**config.mk**
```make
export PLATFORM = sky130hd
export DESIGN_NAME = demux16_stream_flat
export DESIGN_NICKNAME = d
export VERILOG_FILES = /design/src/rtl/demux16_stream_pkg.sv /design/src/rtl/demux16_stream_if.sv /design/src/rtl/demux16_stream_decoder4.sv /design/src/rtl/demux16_stream.sv /design/src/flat_wrapper.sv
export SDC_FILE = /design/constraint.sdc
export NUM_CORES = 1
export LEC_CHECK = 0
export ABC_CLOCK_PERIOD_IN_PS = 2300
export BUFFER_PORTS_ARGS = -buffer_cell sky130_fd_sc_hd__buf_2
export CORE_UTILIZATION = 49
export CTS_CLUSTER_DIAMETER = 150
export DETAILED_ROUTE_END_ITERATION = 7
export PLACE_DENSITY = 0.88
export SETUP_SLACK_MARGIN = 0.05
export SLEW_MARGIN = 20
export SYNTH_ARGS = -nofsm -noshare
export SYNTH_HDL_FRONTEND = slang
export SYNTH_HIERARCHICAL = 1
export SYNTH_SLANG_ARGS = --single-unit
```
**constraint.sdc**
```tcl
create_clock -name clk -period 2.3 [get_ports clk]
set_input_delay 0.575 -clock clk [delete_from_list [all_inputs] [get_ports clk]]
set_output_delay 0.575 -clock clk [all_outputs]
set_load 0.02 [all_outputs]
```
**src/rtl/demux16_stream_pkg.sv**
```systemverilog
// Shared constants and types for the 16-channel stream demultiplexer.
package demux_pkg;

  localparam int NUM_CH = 16;
  localparam int SEL_W  = 4;

  // One bit per output channel; at most one bit is ever set.
  typedef logic [NUM_CH-1:0] ch_vec_t;

endpackage : demux_pkg

```
**src/rtl/demux16_stream_if.sv**
```systemverilog
// Handshake bundle for the demultiplexer: one producer side, sixteen consumer
// lanes sharing a data bus, plus the delivered-word counter for debug.
interface demux16_stream_if
  import demux_pkg::*;
#(
  parameter int N       = 1,
  parameter int COUNT_W = 16
) ();

  logic [N-1:0]       in_data;
  logic [SEL_W-1:0]   in_switch;
  logic               in_valid;
  logic               in_ready;
  logic [N-1:0]       out_data;
  ch_vec_t            out_valid;
  ch_vec_t            out_ready;
  logic [COUNT_W-1:0] count;

  // Environment side: drives the producer and the consumers.
  modport master (
    output in_data, in_switch, in_valid, out_ready,
    input  in_ready, out_data, out_valid, count
  );

  // Demultiplexer side.
  modport slave (
    input  in_data, in_switch, in_valid, out_ready,
    output in_ready, out_data, out_valid, count
  );

endinterface : demux16_stream_if

```
**src/rtl/demux16_stream_decoder4.sv**
```systemverilog
// 4-to-16 one-hot decoder with enable; all outputs low when disabled.
module decoder4
  import demux_pkg::*;
(
  input  logic [SEL_W-1:0] sel,
  input  logic             en,
  output ch_vec_t          onehot
);

  // Raise the single bit addressed by sel, only while enabled.
  always_comb begin
    onehot = '0;
    if (en) begin
      onehot[sel] = 1'b1;
    end
  end

endmodule : decoder4

```
**src/rtl/demux16_stream.sv**
```systemverilog
// Stream demultiplexer: one registered holding stage that steers each word to
// the channel chosen by its select, with a wrapping delivered-word counter.
module demux16_stream
  import demux_pkg::*;
#(
  parameter int N       = 1,
  parameter int COUNT_W = 16
) (
  input  logic             clk,
  input  logic             rst,
  demux16_stream_if.slave  bus
);

  logic [N-1:0]       hold_data;
  logic [SEL_W-1:0]   hold_sel;
  logic               full;
  logic [COUNT_W-1:0] cnt;
  ch_vec_t            valid_vec;
  logic               out_fire;
  logic               in_fire;
  logic               in_rdy;

  decoder4 u_decoder4 (
    .sel    (hold_sel),
    .en     (full),
    .onehot (valid_vec)
  );

  // Handshake qualifiers: only the addressed channel's ready matters, and
  // in_ready never depends on in_valid.
  always_comb begin
    out_fire = full && bus.out_ready[hold_sel];
    in_rdy   = !full || out_fire;
    in_fire  = bus.in_valid && in_rdy;
  end

  // Holding register: load on accept (also when draining, for bubble-free
  // streaming), empty on delivery, otherwise hold the word stable.
  always_ff @(posedge clk) begin
    if (rst) begin
      full      <= 1'b0;
      hold_data <= '0;
      hold_sel  <= '0;
    end else if (in_fire) begin
      full      <= 1'b1;
      hold_data <= bus.in_data;
      hold_sel  <= bus.in_switch;
    end else if (out_fire) begin
      full      <= 1'b0;
    end
  end

  // Delivered-word counter, wraps silently.
  always_ff @(posedge clk) begin
    if (rst) begin
      cnt <= '0;
    end else if (out_fire) begin
      cnt <= cnt + COUNT_W'(1);
    end
  end

  assign bus.in_ready  = in_rdy;
  assign bus.out_data  = hold_data;
  assign bus.out_valid = valid_vec;
  assign bus.count     = cnt;

endmodule : demux16_stream

```
**src/flat_wrapper.sv**
```systemverilog
// flat-port wrapper written by rule: the top's interface ports become plain ports
module demux16_stream_flat import demux_pkg::*;
#(
  parameter int N       = 1,
  parameter int COUNT_W = 16
)
  (clk, rst, bus_in_data, bus_in_switch, bus_in_valid, bus_out_ready, bus_in_ready, bus_out_data, bus_out_valid, bus_count);
  demux16_stream_if #(.N(N), .COUNT_W(COUNT_W)) bus_i ();
  input  logic clk;
  input  logic rst;
  input wire logic [$bits(bus_i.in_data)-1:0] bus_in_data;
  input wire logic [$bits(bus_i.in_switch)-1:0] bus_in_switch;
  input wire logic [$bits(bus_i.in_valid)-1:0] bus_in_valid;
  input wire logic [$bits(bus_i.out_ready)-1:0] bus_out_ready;
  output wire logic [$bits(bus_i.in_ready)-1:0] bus_in_ready;
  output wire logic [$bits(bus_i.out_data)-1:0] bus_out_data;
  output wire logic [$bits(bus_i.out_valid)-1:0] bus_out_valid;
  output wire logic [$bits(bus_i.count)-1:0] bus_count;
  assign bus_i.in_data = bus_in_data;
  assign bus_i.in_switch = bus_in_switch;
  assign bus_i.in_valid = bus_in_valid;
  assign bus_i.out_ready = bus_out_ready;
  assign bus_in_ready = bus_i.in_ready;
  assign bus_out_data = bus_i.out_data;
  assign bus_out_valid = bus_i.out_valid;
  assign bus_count = bus_i.count;
  demux16_stream #(.N(N), .COUNT_W(COUNT_W)) u_core (.clk(clk), .rst(rst), .bus(bus_i));
endmodule
```
; ---- Yosys cells after proc, flatten, opt, wreduce, memory -nomap -nowiden
; Cells that the tools add are included.
; W data, S select, Z words.
[op_classes]
n_addsub = 1
n_mul = 0
n_div = 0
order_cmp = 2
eq_ne = 0
shifts = 0
n_mux = 7
bitwise_logic = 0
n_reduce_logical = 6
[ops]
columns = cell, count
row1 = $add A16 B1 Y16 const B, 1
row2 = $mux W16, 1
row3 = $lt A4 B5 Y1 const B, 1
row4 = $bmux W1 S4, 1
row5 = $demux W1 S4, 1
row6 = $ge A4 B1 Y1 const B, 1
row7 = $mux W1, 4
row8 = $logic_and A1 B1 Y1, 3
row9 = $reduce_bool A2 Y1, 1
row10 = $logic_not A1 Y1, 1
row11 = $logic_or A1 B1 Y1, 1
[totals]
reg_bits = 22
latch_bits = 0
mem_bits_rw = 0
mem_bits_ro = 0
inputBits = 24
output_inout_bits = 34
word_cells = 20
memories = 0

; ---- Depth between registers and ports, before layout
; Gate-level depths: netlist (run 1).
[depth]
ltp_word = 6
depth_mapped = 7

; ---- Hierarchy
; Netlist (run 1), hierarchy kept.
[modules_own_cells]
columns = mod, n_inst, cells_each, area_each_um2
row1 = demux16_stream, 1, 152, 1385.1
row2 = decoder4, 1, 23, 117.6

; ---- Worst setup path before layout (run 1)
; Ideal clock, no wire load.
[synth_timing]
path_type = reg-to-output
from = register u_core.hold_sel[0]
to = output port bus_in_ready
arrival_ps = 1691
required_ps = 1725
setup_slack_ps = 34
path_stages_with_launch = 7
path_cell_list = dfxtp_1 -> buf_6 -> mux4_2 -> a2bb2oi_2 -> nand3_4 -> buf_8 -> nand3_1
[synth_via]
elab_chain_cells = 4
[synth_rtl]
columns = element, line_no
row1 = from (decl), demux16_stream.sv:15  ; logic [SEL_W-1:0] hold_sel;
row2 = from (signal assigned), demux16_stream.sv:47  ; hold_sel <= bus.in_switch;
row3 = $bmux W1 S4, demux16_stream.sv:32  ; out_fire = full && bus.out_ready[hold_sel];
row4 = $mux W1 (not written as such), demux16_stream.sv:32
row5 = $logic_and A1 B1 Y1, demux16_stream.sv:32
row6 = $logic_or A1 B1 Y1, demux16_stream.sv:33  ; in_rdy = !full || out_fire;
row7 = to (decl), flat_wrapper.sv:15  ; output wire logic [$bits(bus_i.in_ready)-1:0] bus_in_ready;
; Every way passes these cells. The select of a mux whose other input is x is not followed.

; ---- Worst setup path after layout (run 1)
; Ends and elaborated chain as after synthesis.

==> impl_summary.txt, run 1 <==
----------------------------------------------------
[Die]
  Width of the chip ... 57.38 um
  Starting density of the core ... 53.12%
  Top-Level Pins ... 58
  Floorplan row count ... 19
  Die height ... 57.38 um
  Core area ... 0.002829 mm^2
  Die area ... 0.003292 mm^2

[Clock tree]
  TritonCTS clock tree ... yes
  CTS root buf ... clkbuf_4
  Inserted Clock Buffers ... 3
  CTS H-Tree Depth ... 1
  Number of clock sinks seen by CTS ... 22
  Clk_lat worst skew ... 300 ps
  Clock Path Buffers ... 2
  CTS hold repair buffers ... 0
  Reg clk slew, reported paths ... 120 ps

[Timing]
  Slew Limit Fails ... 0
  Tightest hold margin ... 479.9 ps
  RSZ-0062 raised after global routing ... yes
  Max_slew headroom ... 57.72%
  Final count of negative-setup-slack endpoints ... 0
  Final critical-path share of the clock period ... 98.97%
  Setup Skew ... 1.355 ps
  Count of final hold-check violations ... 0
  Final critical-path required period ... 2276 ps
  Sum of negative setup slack ... 0 ps
  Highest clock rate ... 439.3 MHz
  Slew at the pin closest to its max-slew limit ... 634.2 ps

[Setup path]
  Endpoint class of the critical path ... output pin
  Most common cell on crit path ... nand3_4
  Max incr delay on CP ... 530 ps
  Data required time of the worst path ... 1730 ps
  Crit path launch type ... flop
  Worst reg-to-reg path cell count ... 7
  FF-to-FF End ... u_core/bus.count[12]
  Crit-path leading delay family ... multiplexers
  Critical path buffers and inverters ... 1
  Slack of the worst reg-to-reg path ... 140 ps
  Peak fanout along the critical path ... 4
  Category of the critical setup timing path ... flop to output pin
  Arrival time at the worst endpoint ... 1700 ps
  Worst reg2reg startpoint ... u_core/hold_sel[0]
  Cells along the critical path ... mux4_2 -> a2bb2oi_4 -> nand3_4 -> nand3_4 -> buf_6
  Crit path max-delay cell type ... mux4_2

[Finish]
  Post-Layout Cell Count ... 269
  Fin nets ... 264
  Diode insertion count for antenna repair ... 0
  Final core utilization ... 68.02%
  Share of final-layout standard cells stronger than drive strength 1 ... 40.34%
  Layout-stage area growth over the synthesis result ... 28.06%
  Final Instance Area ... 0.001924 mm^2

[Global routing]
  Total overflow reported by the global router ... 0
  Via count of the first global-routing pass ... 1,224
  Largest net degree at the start of global routing ... 43
  Wire length of the first global-routing pass ... 5181 um
  Initial antenna violation count ... 0
  Total Routing Usage GR ... 19.80%

[Synth]
  Cells after synthesis ... 175
  Register area share after synthesis ... 29.31%
  Synthesis Warnings ... 6
  Post-synthesis register bit count ... 22
  Syn Nets ... 200
  Mapped Avg Cell Area ... 8.587 um^2
  Leading register cell type out of synthesis ... dfxtp_1
  Count of flip-flops with a built-in enable after synthesis ... 0
  Distinct cells, synth ... 37
  Asr flop ratio synth ... 0%
  Post-synthesis instance area ... 0.001503 mm^2

[Power and ir drop]
  Power density over cell area ... 433.1 mW/mm^2
  Sw power ... 0.0002447 W
  Maximum resistive drop on vdd ... 0.3479 mV
  Clock network fraction of design power ... 25.6%
  Leakage component of the power ... 0.8633 nW
  Internal power of the cells ... 0.0005887 W
  Net switching fraction of the power ... 29.36%
  Part of the power in combinational logic ... 25.6%
  Sequential share of power ... 48.8%

[Route]
  Remaining design rule violation count ... 8
  Overall routed net length ... 3281 um
  Mean routed wirelength per cell ... 12.20 um
  Number of design-rule violations left by the first detailed-router iteration ... 60
  Remaining antenna violation count after routing ... 0
  First-pass iteration count of the detailed router ... 8
  Per-cell via count in the routed design ... 5.420
  Total number of vias ... 1,458

[Hold path]
  Hold path startpoint ... u_core/bus.out_data
  Instance count along the most critical hold path ... 2
  Type of the worst min-delay path ... flop to flop
  Worst hold path endpoint ... u_core/bus.out_data

[Outcome]
  Outcome ... finished with violations
  Violations in the final reports ... DRC

[Placed design]
  Routability cong. ... 0.7670
  Placed instance count ... 261
  Cell area after placement ... 0.001819 mm^2
  Port Buffer Count ... 57
  DPL Wire Length ... 2388 um

[Run]
  Max-cap violation count ... 0

----------------------------------------------------
[how the worst max path moves through the flow]
| stage | slack [ps] | from | depth (start not counted) | end |
|---|---|---|---|---|
| detailed placement | 50 | bus_out_ready[15] | 6 | bus_in_ready |
| global placement | 70 | bus_out_ready[15] | 6 | bus_in_ready |
| finish | 20 | u_core/hold_sel[0] | 5 | bus_in_ready |
| CTS | 10 | u_core/hold_sel[0] | 5 | bus_in_ready |
| global route | -40 | u_core/hold_sel[0] | 5 | bus_in_ready |
| floorplan | 100 | u_core/hold_sel[0] | 6 | bus_in_ready |
[cells by family after synthesis]
group | synth area share [%]
AO/OA/AOI/OAI | 12.99
adder cells (fa/ha/maj) | 0.8325
buffers and inverters | 5.578
flip-flops | 29.31
multiplexers | 19.32
AND/OR/NAND/NOR | 31.97
[timing repair]
item,4_1_cts,5_1_grt
pin swaps,2,2
gates resized for setup,9,1
setup buffers,2,2
endpoints found under the setup margin,1,2
[layout by cell type (no fill, tap or decap), types with 2 or more instances in the layout]
master,instances
nand3_1,6
buf_4,10
nand4_1,7
and3_1,2
nor2b_1,14
a21oi_1,12
nand2b_1,12
a211oi_2,2
mux2i_1,11
dfxtp_1,20
nand3_4,2
dfxtp_4,2
nor3_1,3
mux2_1,3
clkbuf_4,3
buf_2,56
inv_1,5
nor2_1,29
mux2_2,11
nand2_1,7
nand3b_1,2
buf_6,2
[layer usage]
layer / part of all wire (%) / GRT usage (%)
met5: 0 / 0
met4: 0.52 / 7.317
met3: 6.9 / 2.948
met2: 47 / 34.55
met1: 46 / 24.54
[cell type report]
type | instances | area, um^2
Tap cell | 31 | 38.79
Timing Repair Buffer | 68 | 377.9
Inverter | 5 | 18.77
Multi-Input combinational cell | 139 | 1005
Sequential cell | 22 | 447.9
Fill cell | 224 | 904.6
Clock buffer | 4 | 36.28
[through the flow]
| step | power, W | setup slack, ps |
|---|---|---|
| detailed placement | 0.0005968 | 48.19 |
| finish | 0.0008334 | 23.69 |
| CTS | 0.0008259 | 10.96 |
| global route | 0.0008757 | -37.26 |
| floorplan | 0.0005493 | 96.57 |
| global placement | 0.0005937 | 66.46 |
[power groups by stage]
stage / combinational [W] / sequential (W) / clock [W]
3_3_place_gp: 0.000178 / 0.000415 / 0
5_1_grt: 0.000230 / 0.000408 / 0.000238
3_5_place_dp: 0.000181 / 0.000416 / 0
4_1_cts: 0.000201 / 0.000406 / 0.000219
6_report: 0.000214 / 0.000406 / 0.000213
2_1_floorplan: 0.000131 / 0.000418 / 0
[synthesized netlist by cell type, drive strengths merged, types with 2 or more instances]
| cell | n | area [um^2] |
|---|---|---|
| a211oi | 3 | 32.53 |
| a21oi | 12 | 60.06 |
| a31oi | 2 | 27.53 |
| and3 | 2 | 12.51 |
| buf | 5 | 50.04 |
| clkbuf | 4 | 15.01 |
| dfxtp | 22 | 440.4 |
| inv | 5 | 18.77 |
| mux2 | 14 | 157.7 |
| mux2i | 11 | 110.1 |
| nand2 | 7 | 26.28 |
| nand2b | 12 | 75.07 |
| nand3 | 8 | 52.55 |
| nand3b | 2 | 15.01 |
| nand4 | 7 | 43.79 |
| nor2 | 29 | 108.9 |
| nor2b | 15 | 93.84 |
| nor3 | 4 | 25.02 |
[worst reg2reg max path, stage by stage, from the launching register on]
cell	delay, ps
dfxtp_4	380
mux4_2	370
a2bb2oi_4	180
nand3_4	100
buf_4	150
buf_4	180
a2111oi_4	360
mux2_1	350
[registers in the layout, summed over array words and instances (netlist names)]
register and count:
u_core/bus.count 16, u_core/full 1, u_core/hold_sel 4, u_core/bus.out_data 1
No activity file was read; power rests on OpenSTA's default activity.
==> run 2, diff against run 1 <==
--- a/config.mk
+++ b/config.mk
@@ -10,8 +10,9 @@
 export CORE_UTILIZATION = 49
 export CTS_CLUSTER_DIAMETER = 150
 export DETAILED_ROUTE_END_ITERATION = 7
+export MAX_ROUTING_LAYER = met4
 export PLACE_DENSITY = 0.88
-export SETUP_SLACK_MARGIN = 0.05
+export SETUP_SLACK_MARGIN = 0.4
 export SLEW_MARGIN = 20
 export SYNTH_ARGS = -nofsm -noshare
 export SYNTH_HDL_FRONTEND = slang
==> run 2 against run 1 <==
The flow finishes with violations (DRC, setup timing). Worst setup slack worse by 86 ps. Worst hold slack better by 24 ps. Clock power is 15% lower. Clock skew up 9.6 ps. Non-clock buffer count is 12 higher. Critical endpoint is now u_core/bus.count[12]. Largest cell class unchanged.
==> impl_summary.txt, run 2 (same netlist as run 1, synthesis figures left out) <==
----------------------------------------------------
[Setup path]
  Endpoint class of the critical path ... flop
  Slack of the worst reg-to-reg path ... -60 ps
  FF-to-FF End ... u_core/bus.count[12]
  Peak fanout along the critical path ... 5
  Arrival time at the worst endpoint ... 2570 ps
  Data required time of the worst path ... 2510 ps
  Worst reg2reg startpoint ... u_core/hold_sel[0]
  Worst reg-to-reg path cell count ... 9
  Crit path launch type ... flop
  Category of the critical setup timing path ... flop to flop

[Clock tree]
  CTS H-Tree Depth ... 1
  CTS root buf ... clkbuf_4
  TritonCTS clock tree ... yes
  Clock Path Buffers ... 2
  CTS hold repair buffers ... 0
  Clk_lat worst skew ... 310 ps
  Reg clk slew, reported paths ... 130 ps
  Number of clock sinks seen by CTS ... 22
  Inserted Clock Buffers ... 3

[Route]
  Uppermost metal layer occupied by signal nets ... met4
  Overall routed net length ... 4990 um
  Remaining antenna violation count after routing ... 0
  Detail Route met3 WL ... 328 um
  First-pass iteration count of the detailed router ... 6
  Per-cell via count in the routed design ... 5.911
  Remaining design rule violation count ... 5
  DRT met1 WL ... 1895 um
  Total number of vias ... 1,655
  Number of design-rule violations left by the first detailed-router iteration ... 141
  Met2 wire length ... 2606 um
  Mean routed wirelength per cell ... 17.82 um

[Die]
  Starting density of the core ... 53.12%
  Top-Level Pins ... 58
  Die area ... 0.003292 mm^2
  Die height ... 57.38 um
  Core area ... 0.002829 mm^2
  Floorplan row count ... 19
  Width of the chip ... 57.38 um

[Timing]
  Slew Limit Fails ... 0
  Final critical-path required period ... 2362 ps
  Max_slew headroom ... 53.93%
  Tightest hold margin ... 504.2 ps
  Final critical-path share of the clock period ... 102.7%
  Sum of negative setup slack ... -113.9 ps
  Setup Skew ... 10.94 ps
  Slew at the pin closest to its max-slew limit ... 691.1 ps
  RSZ-0062 raised after global routing ... yes
  Min setup slack post-route ... -62.14 ps
  Highest clock rate ... 423.3 MHz
  Count of final hold-check violations ... 0
  Final count of negative-setup-slack endpoints ... 2

[Placed design]
  DPL Wire Length ... 2309 um
  Routability cong. ... 0.8712
  Port Buffer Count ... 57

[Global routing]
  Total overflow reported by the global router ... 0
  Initial antenna violation count ... 0
  Via count of the first global-routing pass ... 1,266
  Wire length of the first global-routing pass ... 5782 um
  Total Routing Usage GR ... 23.41%
  Largest net degree at the start of global routing ... 43

[Run]
  Max-cap violation count ... 0

[Hold path]
  Hold path startpoint ... bus_in_switch[2]
  Worst hold path endpoint ... u_core/hold_sel[2]
  Type of the worst min-delay path ... input pin to flop
  Instance count along the most critical hold path ... 3

[Finish]
  Max FFs per register ... 16
  Fin nets ... 276
  Share of final-layout standard cells stronger than drive strength 1 ... 52.61%
  Most common cell after layout, fill and taps aside ... buf_2
  Layout-stage area growth over the synthesis result ... 52.62%
  Diode insertion count for antenna repair ... 0
  Commonest cells after routing, fill and taps aside ... buf_2 (42), nor2_1 (27), buf_4 (25)

[Outcome]
  Outcome ... finished with violations
  Violations in the final reports ... DRC, setup timing

[Power and ir drop]
  Power density over cell area ... 392.0 mW/mm^2
  Leakage component of the power ... 0.9678 nW
  Maximum resistive drop on vdd ... 0.3292 mV

----------------------------------------------------
==> run 2: critical path, stage by stage (launching register included) <==
cell and delay (ps):
dfxtp_4 390, mux4_2 370, a2bb2oi_4 200, nand3_4 120
buf_4 160, buf_6 110, buf_6 120, buf_8 140
a2111oi_4 300, mux2_4 340
==> run 2: how the worst max path moves through the flow <==
stage               cells after the start                from  slack (ps)                   end
floorplan                               5   bus_out_ready[15]         180          bus_in_ready
global placement                        6   bus_out_ready[15]          90          bus_in_ready
detailed placement                      6   bus_out_ready[15]          80          bus_in_ready
CTS                                     5  u_core/hold_sel[0]           2          bus_in_ready
global route                            5  u_core/hold_sel[0]        -110          bus_in_ready
finish                                  9  u_core/hold_sel[0]         -60  u_core/bus.count[12]
==> run 2: report_power, final <==
group / leakage [nW] / internal (W) / switching, W / total, W
logic: 0.773 / 0.000143 / 0.000167 / 0.000310
registers: 0.181 / 0.000391 / 0.0000173 / 0.000409
clock network: 0.0138 / 0.0000613 / 0.000120 / 0.000181
total: 0.968 / 0.000596 / 0.000304 / 0.000899
==> run 2: area by class of cell <==
type                       count  area [um^2]
multi-input combinational    139         1186
timing repair buffer          80        570.5
fill                         163        535.5
sequential                    22        456.7
tap                           31        38.79
clock buffer                   3        22.52
inverter                       5        18.77
==> run 2: layer usage <==
layer | up-vias | GRT usage (%)
li1 | 762 | -
met1 | 791 | 28.51
met2 | 86 | 39.37
met3 | 16 | 3.855
met4 | 0 | 7.317
met5 | - | -
==> run 2: through the flow <==
step | setup slack [ps] | instances | instance area [um^2] | utilization [%] | total power, W
after floorplan | 181.3 | 175 | 1516 | - | 0.0005522
after global placement | 92.49 | 261 | 1828 | 64.62 | 0.0005971
after detailed placement | 80.57 | 261 | 1828 | 64.62 | 0.0006009
after CTS | 1.620 | 271 | 1974 | 69.79 | 0.0008048
after global routing | -114.3 | 280 | 2293 | 81.07 | 0.0009320
final | -62.14 | 280 | 2293 | 81.07 | 0.0008991
==> run 2: what timing repair did <==
item / CTS / global route
gates cloned: 0 / 1
setup buffers: 7 / 8
pin swaps: 7 / 19
setup endpoints to repair: 36 / 36
gates resized for setup: 22 / 56
